`src/rtl/fp_add_sub_pipe.sv`:
```
// rtl/fp_add_sub_pipe.sv - 3-stage pipelined floating-point adder/subtractor
// FP_ADDSUB_ROUND_NEAREST_EN selects round-to-nearest-even; otherwise truncate and saturate on overflow.
module fp_add_sub_pipe #(
  parameter int EXP_W = 8,
  parameter int MAN_W = 23
) (
  input  logic                       clk,
  input  logic                       rst_n,
  input  logic                       in_valid,
  output logic                       in_ready,
  input  logic [EXP_W+MAN_W:0]       a,
  input  logic [EXP_W+MAN_W:0]       b,
  input  logic                       add_sub,
  output logic                       out_valid,
  input  logic                       out_ready,
  output logic [EXP_W+MAN_W:0]       res,
  output logic [2:0]                 flags
);
  localparam int W         = 1 + EXP_W + MAN_W;
  localparam int SW        = MAN_W + 4;
  localparam int XW        = EXP_W + 2;
  localparam int ALIGN_MAX = MAN_W + 3;
  localparam logic [EXP_W-1:0] EXP_MAX = '1;
  localparam logic [XW-1:0]    ONE     = 1;

  typedef struct packed {
    logic             nan;
    logic             inf;
    logic             inf_sign;
    logic             sign;
    logic             sub;
    logic [EXP_W-1:0] exp;
  } ctl_t;

  logic v1, v2, v3, adv;
  assign adv       = ~(v3 & ~out_ready);
  assign in_ready  = adv;
  assign out_valid = v3;

  function automatic logic [EXP_W-1:0] eff_exp(input logic [EXP_W-1:0] e);
    return (e == '0) ? EXP_W'(1) : e;
  endfunction

  // ---------------- S1: classify, order by magnitude, align ----------------
  logic [EXP_W-1:0] ea, eb, e_big, e_sml, d;
  logic [MAN_W-1:0] fa, fb;
  logic             sa, sb, a_big, nan_a, nan_b, inf_a, inf_b;
  logic [SW-1:0]    sig_a, sig_b, sig_sml, sml_al;
  logic [2*SW-1:0]  sml_wide;
  ctl_t             c1_n, s1_c, s2_c;
  logic [SW-1:0]    s1_big, s1_sml;
  logic [SW:0]      s2_sum;

  assign ea    = a[W-2 -: EXP_W];
  assign eb    = b[W-2 -: EXP_W];
  assign fa    = a[MAN_W-1:0];
  assign fb    = b[MAN_W-1:0];
  assign sa    = a[W-1];
  assign sb    = b[W-1] ^ ~add_sub;
  assign nan_a = (ea == EXP_MAX) && (fa != '0);
  assign nan_b = (eb == EXP_MAX) && (fb != '0);
  assign inf_a = (ea == EXP_MAX) && (fa == '0);
  assign inf_b = (eb == EXP_MAX) && (fb == '0);
  assign sig_a = {(ea != '0), fa, 3'b000};
  assign sig_b = {(eb != '0), fb, 3'b000};
  assign a_big = a[W-2:0] >= b[W-2:0];

  always_comb begin
    e_big    = a_big ? eff_exp(ea) : eff_exp(eb);
    e_sml    = a_big ? eff_exp(eb) : eff_exp(ea);
    sig_sml  = a_big ? sig_b : sig_a;
    d        = e_big - e_sml;
    sml_wide = {sig_sml, {SW{1'b0}}} >> d;
    // Everything shifted past the window collapses into the sticky bit.
    if (int'(d) >= ALIGN_MAX)
      sml_al = {{(SW-1){1'b0}}, |sig_sml};
    else
      sml_al = sml_wide[2*SW-1:SW] | {{(SW-1){1'b0}}, |sml_wide[SW-1:0]};
    c1_n.nan      = nan_a | nan_b | (inf_a & inf_b & (sa != sb));
    c1_n.inf      = inf_a | inf_b;
    c1_n.inf_sign = inf_a ? sa : sb;
    c1_n.sign     = a_big ? sa : sb;
    c1_n.sub      = sa ^ sb;
    c1_n.exp      = e_big;
  end

  // ---------------- S3: normalise, round, pack ----------------
  logic [XW-1:0]    lz, shl, e_n, e_o;
  logic [SW-1:0]    m;
  logic [MAN_W-1:0] frac;
  logic             inexact, sign_r;
  logic [W-1:0]     res_n;
  logic [2:0]       fl_n;
`ifdef FP_ADDSUB_ROUND_NEAREST_EN
  logic             rnd;
  logic [MAN_W+1:0] sig_r;
`endif

  always_comb begin
    lz = XW'(SW);
    for (int i = 0; i < SW; i++)
      if (s2_sum[i]) lz = XW'(SW - 1 - i);
    shl = '0;
    if (s2_sum[SW]) begin
      m   = s2_sum[SW:1] | {{(SW-1){1'b0}}, s2_sum[0]};
      e_n = XW'(s2_c.exp) + ONE;
    end else begin
      // Stop left-normalising at exponent 1 so subnormals come out naturally.
      shl = (lz < XW'(s2_c.exp) - ONE) ? lz : XW'(s2_c.exp) - ONE;
      m   = s2_sum[SW-1:0] << shl;
      e_n = XW'(s2_c.exp) - shl;
    end
    inexact = |m[2:0];
`ifdef FP_ADDSUB_ROUND_NEAREST_EN
    rnd   = m[2] & (m[1] | m[0] | m[3]);
    sig_r = {1'b0, m[SW-1:3]} + (MAN_W+2)'(rnd);
    if (sig_r[MAN_W+1]) begin
      e_o  = e_n + ONE;
      frac = sig_r[MAN_W:1];
    end else begin
      e_o  = sig_r[MAN_W] ? e_n : '0;
      frac = sig_r[MAN_W-1:0];
    end
`else
    e_o  = m[SW-1] ? e_n : '0;
    frac = m[SW-2:3];
`endif
    sign_r = s2_c.sign & ~(s2_c.sub & (s2_sum == '0));
    fl_n   = 3'b000;
    if (s2_c.nan) begin
      res_n = {1'b0, EXP_MAX, 1'b1, {(MAN_W-1){1'b0}}};
      fl_n  = 3'b100;
    end else if (s2_c.inf) begin
      res_n = {s2_c.inf_sign, EXP_MAX, {MAN_W{1'b0}}};
    end else if (e_o >= XW'(EXP_MAX)) begin
`ifdef FP_ADDSUB_ROUND_NEAREST_EN
      res_n = {sign_r, EXP_MAX, {MAN_W{1'b0}}};
`else
      res_n = {sign_r, EXP_MAX - 1'b1, {MAN_W{1'b1}}};
`endif
      fl_n  = 3'b010;
    end else if (e_o == '0 && inexact) begin
      res_n = {sign_r, {(W-1){1'b0}}};
      fl_n  = 3'b001;
    end else begin
      res_n = {sign_r, e_o[EXP_W-1:0], frac};
    end
  end

  always_ff @(posedge clk or negedge rst_n) begin
    if (!rst_n) begin
      v1     <= 1'b0;
      v2     <= 1'b0;
      v3     <= 1'b0;
      s1_c   <= '0;
      s1_big <= '0;
      s1_sml <= '0;
      s2_c   <= '0;
      s2_sum <= '0;
      res    <= '0;
      flags  <= '0;
    end else if (adv) begin
      v1     <= in_valid;
      s1_c   <= c1_n;
      s1_big <= a_big ? sig_a : sig_b;
      s1_sml <= sml_al;
      v2     <= v1;
      s2_c   <= s1_c;
      s2_sum <= s1_c.sub ? {1'b0, s1_big} - {1'b0, s1_sml} : {1'b0, s1_big} + {1'b0, s1_sml};
      v3     <= v2;
      res    <= res_n;
      flags  <= fl_n;
    end
  end
endmodule

```
`config.mk`:
```
export PLATFORM = sky130hd
export DESIGN_NAME = fp_add_sub_pipe
export DESIGN_NICKNAME = d
export VERILOG_FILES = /design/src/rtl/fp_add_sub_pipe.sv
export SDC_FILE = /design/constraint.sdc
export NUM_CORES = 1
export LEC_CHECK = 0
export ABC_AREA = 0
export CAP_MARGIN = 20
export CORE_AREA = 2 2 162 164
export CTS_CLUSTER_DIAMETER = 50
export DETAILED_ROUTE_END_ITERATION = 6
export DIE_AREA = 0 0 164 166
export MAX_ROUTING_LAYER = met4
export PLACE_DENSITY = 0.83
export SLEW_MARGIN = 20
export SYNTH_ARGS = -nofsm -noshare
export SYNTH_HDL_FRONTEND = slang
export SYNTH_SLANG_ARGS = --single-unit
```
`constraint.sdc`:
```
create_clock -name clk -period 7.6 [get_ports clk]
set_input_delay 0.76 -clock clk [delete_from_list [all_inputs] [get_ports clk]]
set_output_delay 0.76 -clock clk [all_outputs]
set_load 0.1 [all_outputs]
```
==> metrics.txt <==
# TYPE chip_impl_metric gauge
chip_impl_metric{name="grt_util_met3",unit="%"} 2.92
chip_impl_metric{name="design.portCount",unit=""} 106
chip_impl_metric{name="tightest_slew",unit="ns"} 1.04
chip_impl_metric{name="wp_data_arrival",unit="ns"} 7.12
chip_impl_metric{name="h_tree_depth",unit=""} 4
chip_impl_metric{name="route.final.wire_length",unit="um"} 43600
chip_impl_metric{name="swShare",unit="%"} 53.3
chip_impl_metric{name="total_switching_power",unit="W"} 0.00407
chip_impl_metric{name="worst-path-max-fanout",unit=""} 15
chip_impl_info{name="path_class",value="input pin to register"} 1
chip_impl_metric{name="antenna-diode-count",unit=""} 0
chip_impl_info{name="synth.most_common_cell",value="sky130_fd_sc_hd__nand2_1"} 1
chip_impl_metric{name="clkTransAtPathRegs",unit="ns"} 0.07
chip_impl_metric{name="maxCapViolations",unit=""} 0
chip_impl_metric{name="die-area",unit="um^2"} 27200
chip_impl_metric{name="core_area",unit="um^2"} 25600
chip_impl_metric{name="initial_core_util",unit="%"} 53.7
chip_impl_metric{name="clock_latency_at_the_later_pin_of_the_worst_skew_pair",unit="ns"} 0.44
chip_impl_metric{name="synthXorXnorAreaFrac",unit="%"} 4.33
chip_impl_metric{name="final_layout_size_suffix_gt1_share",unit="%"} 7.65
chip_impl_metric{name="vdd_drop_max",unit="mV"} 0.391
chip_impl_metric{name="cts.path.max_buffers",unit=""} 2
chip_impl_metric{name="power_density",unit="nW/um^2"} 484
chip_impl_metric{name="grt_start_max_net_pins",unit=""} 164
chip_impl_metric{name="drt-pass1-iter-count",unit=""} 5
chip_impl_metric{name="highest_achievable_clock_rate",unit="MHz"} 148
chip_impl_metric{name="first_global_vias",unit=""} 13466
chip_impl_info{name="crit_path_top_delay_cell",value="sky130_fd_sc_hd__clkdlybuf4s50_1"} 1
chip_impl_metric{name="netlist-cell-type-count",unit=""} 84
chip_impl_metric{name="grt_use_total",unit="%"} 33.2
chip_impl_metric{name="postCtsResizedCells",unit=""} 0
chip_impl_metric{name="grt.met1_usage",unit="%"} 40.8
chip_impl_metric{name="synth.avg_cell_area",unit="um^2"} 7.76
chip_impl_info{name="post_synth_most_frequent_cells",value="sky130_fd_sc_hd__nand2_1, sky130_fd_sc_hd__nor2_1, sky130_fd_sc_hd__a21oi_1"} 1
chip_impl_metric{name="timing.final.setup_violations",unit=""} 0
chip_impl_info{name="start_kind",value="input pin"} 1
chip_impl_info{name="synth_top_family_by_area",value="compound AO/OA/AOI/OAI gates"} 1
chip_impl_metric{name="dr_wl_cell",unit="um"} 20.0
chip_impl_metric{name="critical_path_required",unit="ns"} 7.96
chip_impl_metric{name="finalNetCount",unit=""} 1975
chip_impl_metric{name="share_comb_of_total_power",unit="%"} 69.8
chip_impl_metric{name="std_cell_rows",unit=""} 59
chip_impl_metric{name="clock-skew-final",unit="ns"} 0.00949
chip_impl_metric{name="cellLeakagePower",unit="nW"} 6.84
chip_impl_metric{name="critical_path.max_stage_delay",unit="ns"} 0.64
chip_impl_metric{name="floorplan.die.height",unit="um"} 166
chip_impl_info{name="timing.critical_path.to_type",value="register"} 1
chip_impl_metric{name="number_of_buffers_added_for_setup_after_cts",unit=""} 0
chip_impl_info{name="run_status",value="finished, final reports clean"} 1
chip_impl_metric{name="synth_sequential_area_ratio",unit="%"} 26.0
chip_impl_info{name="grt-busiest-layer",value="met2"} 1
chip_impl_metric{name="route.detailed.drc",unit=""} 0
chip_impl_metric{name="final.period_utilization",unit="%"} 88.9
chip_impl_info{name="critical_path.cell_chain",value="clkdlybuf4s50_1 > inv_1 > ha_1 > a211oi_1 > nor2_1 > o31ai_1 > o211ai_1 > buf_4 > nor2_2 > mux2i_1 > ha_2 > inv_1 > fa_1 > xor2_2 > nand3_1 > o221ai_1 > o21ai_0 > a221oi_1 > nor2_1 > and3_1 > and3_1 > o31ai_1 > a2bb2oi_1"} 1
chip_impl_info{name="cts_root_buffer",value="sky130_fd_sc_hd__clkbuf_16"} 1
chip_impl_metric{name="fraction_of_the_mapped_netlist_area_in_adder_cells",unit="%"} 7.02
chip_impl_metric{name="initialDrtViolationCount",unit=""} 1137
chip_impl_metric{name="max_slew_margin",unit="%"} 30.3
chip_impl_metric{name="utilization",unit="%"} 61.5
chip_impl_info{name="min-delay-path-class",value="input pin to asynchronous set/reset pin"} 1
chip_impl_metric{name="synthesis.nets",unit=""} 1917
chip_impl_metric{name="synth-seq-cells",unit=""} 143
chip_impl_info{name="netlist.top_cell.by_area",value="sky130_fd_sc_hd__dfrtp_1"} 1
chip_impl_metric{name="postSynthCellCount",unit=""} 1772
chip_impl_metric{name="power_frac_clock",unit="%"} 11.6
chip_impl_metric{name="place.detailed.hpwl",unit="um"} 33500
chip_impl_metric{name="synthArstFlopShare",unit="%"} 100
chip_impl_metric{name="synth_enable_flop_cells",unit=""} 0
chip_impl_metric{name="synth_compound_area_share",unit="%"} 25.5
chip_impl_metric{name="grt_overflow",unit=""} 0
chip_impl_metric{name="routed_via_density",unit=""} 6.34
chip_impl_info{name="ys_dominant_reg_cell",value="sky130_fd_sc_hd__dfrtp_1"} 1
chip_impl_metric{name="numCtsBuffers",unit=""} 17
chip_impl_metric{name="chipWidth",unit="um"} 164
chip_impl_metric{name="finalHoldViolCount",unit=""} 0
chip_impl_metric{name="routabilityCongestion",unit=""} 0.982
chip_impl_metric{name="clock_sink_count",unit=""} 143
chip_impl_metric{name="post_synth_mux_area_share",unit="%"} 10.5
chip_impl_metric{name="synth_largest_type_area_fraction",unit="%"} 26.0
chip_impl_metric{name="gr_met2_demand_resource",unit="%"} 54.1
chip_impl_metric{name="buffer_ports.inserted",unit=""} 105
chip_impl_info{name="rsz0062_at_grt",value="false"} 1
chip_impl_metric{name="power_frac_seq",unit="%"} 18.6
chip_impl_metric{name="min_period",unit="ns"} 6.76
chip_impl_metric{name="internal_power",unit="W"} 0.00356
chip_impl_metric{name="synth_area",unit="um^2"} 13800
chip_impl_metric{name="final_max_slew_viol_count",unit=""} 0
chip_impl_metric{name="postRouteAntennaNets",unit=""} 0
chip_impl_metric{name="yosys.area_share.simple",unit="%"} 21.2
chip_impl_metric{name="grt_first_pass_wirelength",unit="um"} 70000
chip_impl_info{name="clock_tree_from_tritoncts",value="built"} 1
chip_impl_metric{name="hold_buffers",unit=""} 0
chip_impl_metric{name="antenna_found_initial",unit=""} 0
chip_impl_metric{name="area_growth",unit="%"} 14.5
chip_impl_metric{name="synth.yosys.warnings",unit=""} 0
chip_impl_metric{name="vias",unit=""} 13804
chip_impl_metric{name="fin_setup_tns",unit="ns"} 0
chip_impl_info{name="synth_area_leaders",value="sky130_fd_sc_hd__dfrtp_1, sky130_fd_sc_hd__mux2i_1, sky130_fd_sc_hd__ha_1, sky130_fd_sc_hd__a21oi_1, sky130_fd_sc_hd__nand2_1"} 1
## area by class of cell
cell class | count | area (um^2)
Clock buffer | 17 | 425
Clock inverter | 15 | 191
Fill cell | 2255 | 9870
Inverter | 62 | 233
Multi-Input combinational cell | 1455 | 9480
Sequential cell | 143 | 3580
Tap cell | 335 | 419
Timing Repair Buffer | 151 | 1420
## sequential cells by signal, summed over array words and instances (netlist names)
register	cells
s1_big	24
v2	1
res	32
v1	1
s1_c	13
s2_sum	28
flags	3
out_valid	1
s1_sml	27
s2_c	13
## kinds of logic after synthesis
kind of cell,after synthesis
DFF,143
adders and majority gates,76
xor gates and xnor gates,68
muxes,129
buffers and inverters,174
and+or+nand+nor,636
AOI/OAI and AO/OA,546
## final timing paths
kind	from	to	slack (ns)	cells past startpoint
min reg2reg	v2$_DFFE_PN0N_	out_valid$_DFFE_PN0N_	0.47	1
max in group asynchronous	rst_n	s1_sml[15]$_DFFE_PN0N_	6.00	2
min in group clk	v2$_DFFE_PN0N_	out_valid$_DFFE_PN0N_	0.47	1
min	rst_n	res[29]$_DFFE_PN0N_	0.37	1
max reg2reg	s2_sum[20]$_DFFE_PN0N_	res[11]$_DFFE_PN0N_	1.11	20
max	b[16]	s1_sml[0]$_DFFE_PN0N_	0.84	23
## placed cells by master, fill, tap and decap left out, drive strengths merged, types with 8 or more instances in the layout
cell type      instances
o2111ai               11
clkbuf                17
nand2b                18
nor4                  26
inv                   69
o21a                   9
nand3                 44
nor3                  44
mux2                  23
mux4                  10
a221o                 26
xnor2                 49
mux2i                 96
nand2                221
nor2b                 15
a211oi                19
clkdlybuf4s50        104
nor3b                  8
a31oi                 13
or3                   10
o22ai                  8
a21oi                183
o21ai                138
a21boi                 9
xor2                  19
a22o                  19
buf                   47
dfrtp                143
o31ai                 12
nor2                 192
ha                    74
and2                  15
nand4                 15
o211ai                14
and3                   9
a21o                  20
## layer usage
layer	wire length (um)	up-vias
met5	0	-
met3	2020	131
met1	18200	6552
met2	21100	531
met4	2320	0
li1	-	6590
## power by group through the flow
stage                     combinational (W)  sequential, W  clock [W]
final                               0.00533        0.00142   0.000886
after global routing                0.00580        0.00146   0.000927
after CTS                           0.00527        0.00141   0.000895
after detailed placement            0.00524        0.00142          0
after global placement              0.00518        0.00141          0
after floorplan                     0.00352        0.00187          0
## critical path: cells and delay by family
kind / cells / cell delay, ns
AOI/OAI and AO/OA: 8 / 2.00
xor gates and xnor gates: 1 / 0.57
adders and majority gates: 3 / 0.99
buffers and inverters: 4 / 1.02
muxes: 1 / 0.27
and+or+nand+nor: 6 / 1.48
## metrics by stage
step	cell area [um^2]	hold WS (ns)	power [W]	cells	setup slack [ns]
detailed placement	15100	0.453	0.00666	2146	0.564
global placement	15100	0.440	0.00659	2146	0.686
finish	15800	0.374	0.00763	2178	0.842
CTS	15800	0.404	0.00758	2178	0.989
global route	15800	0.442	0.00818	2178	0.313
floorplan	13800	0.430	0.00539	1772	1.06
(Power assumes the default switching activity.)
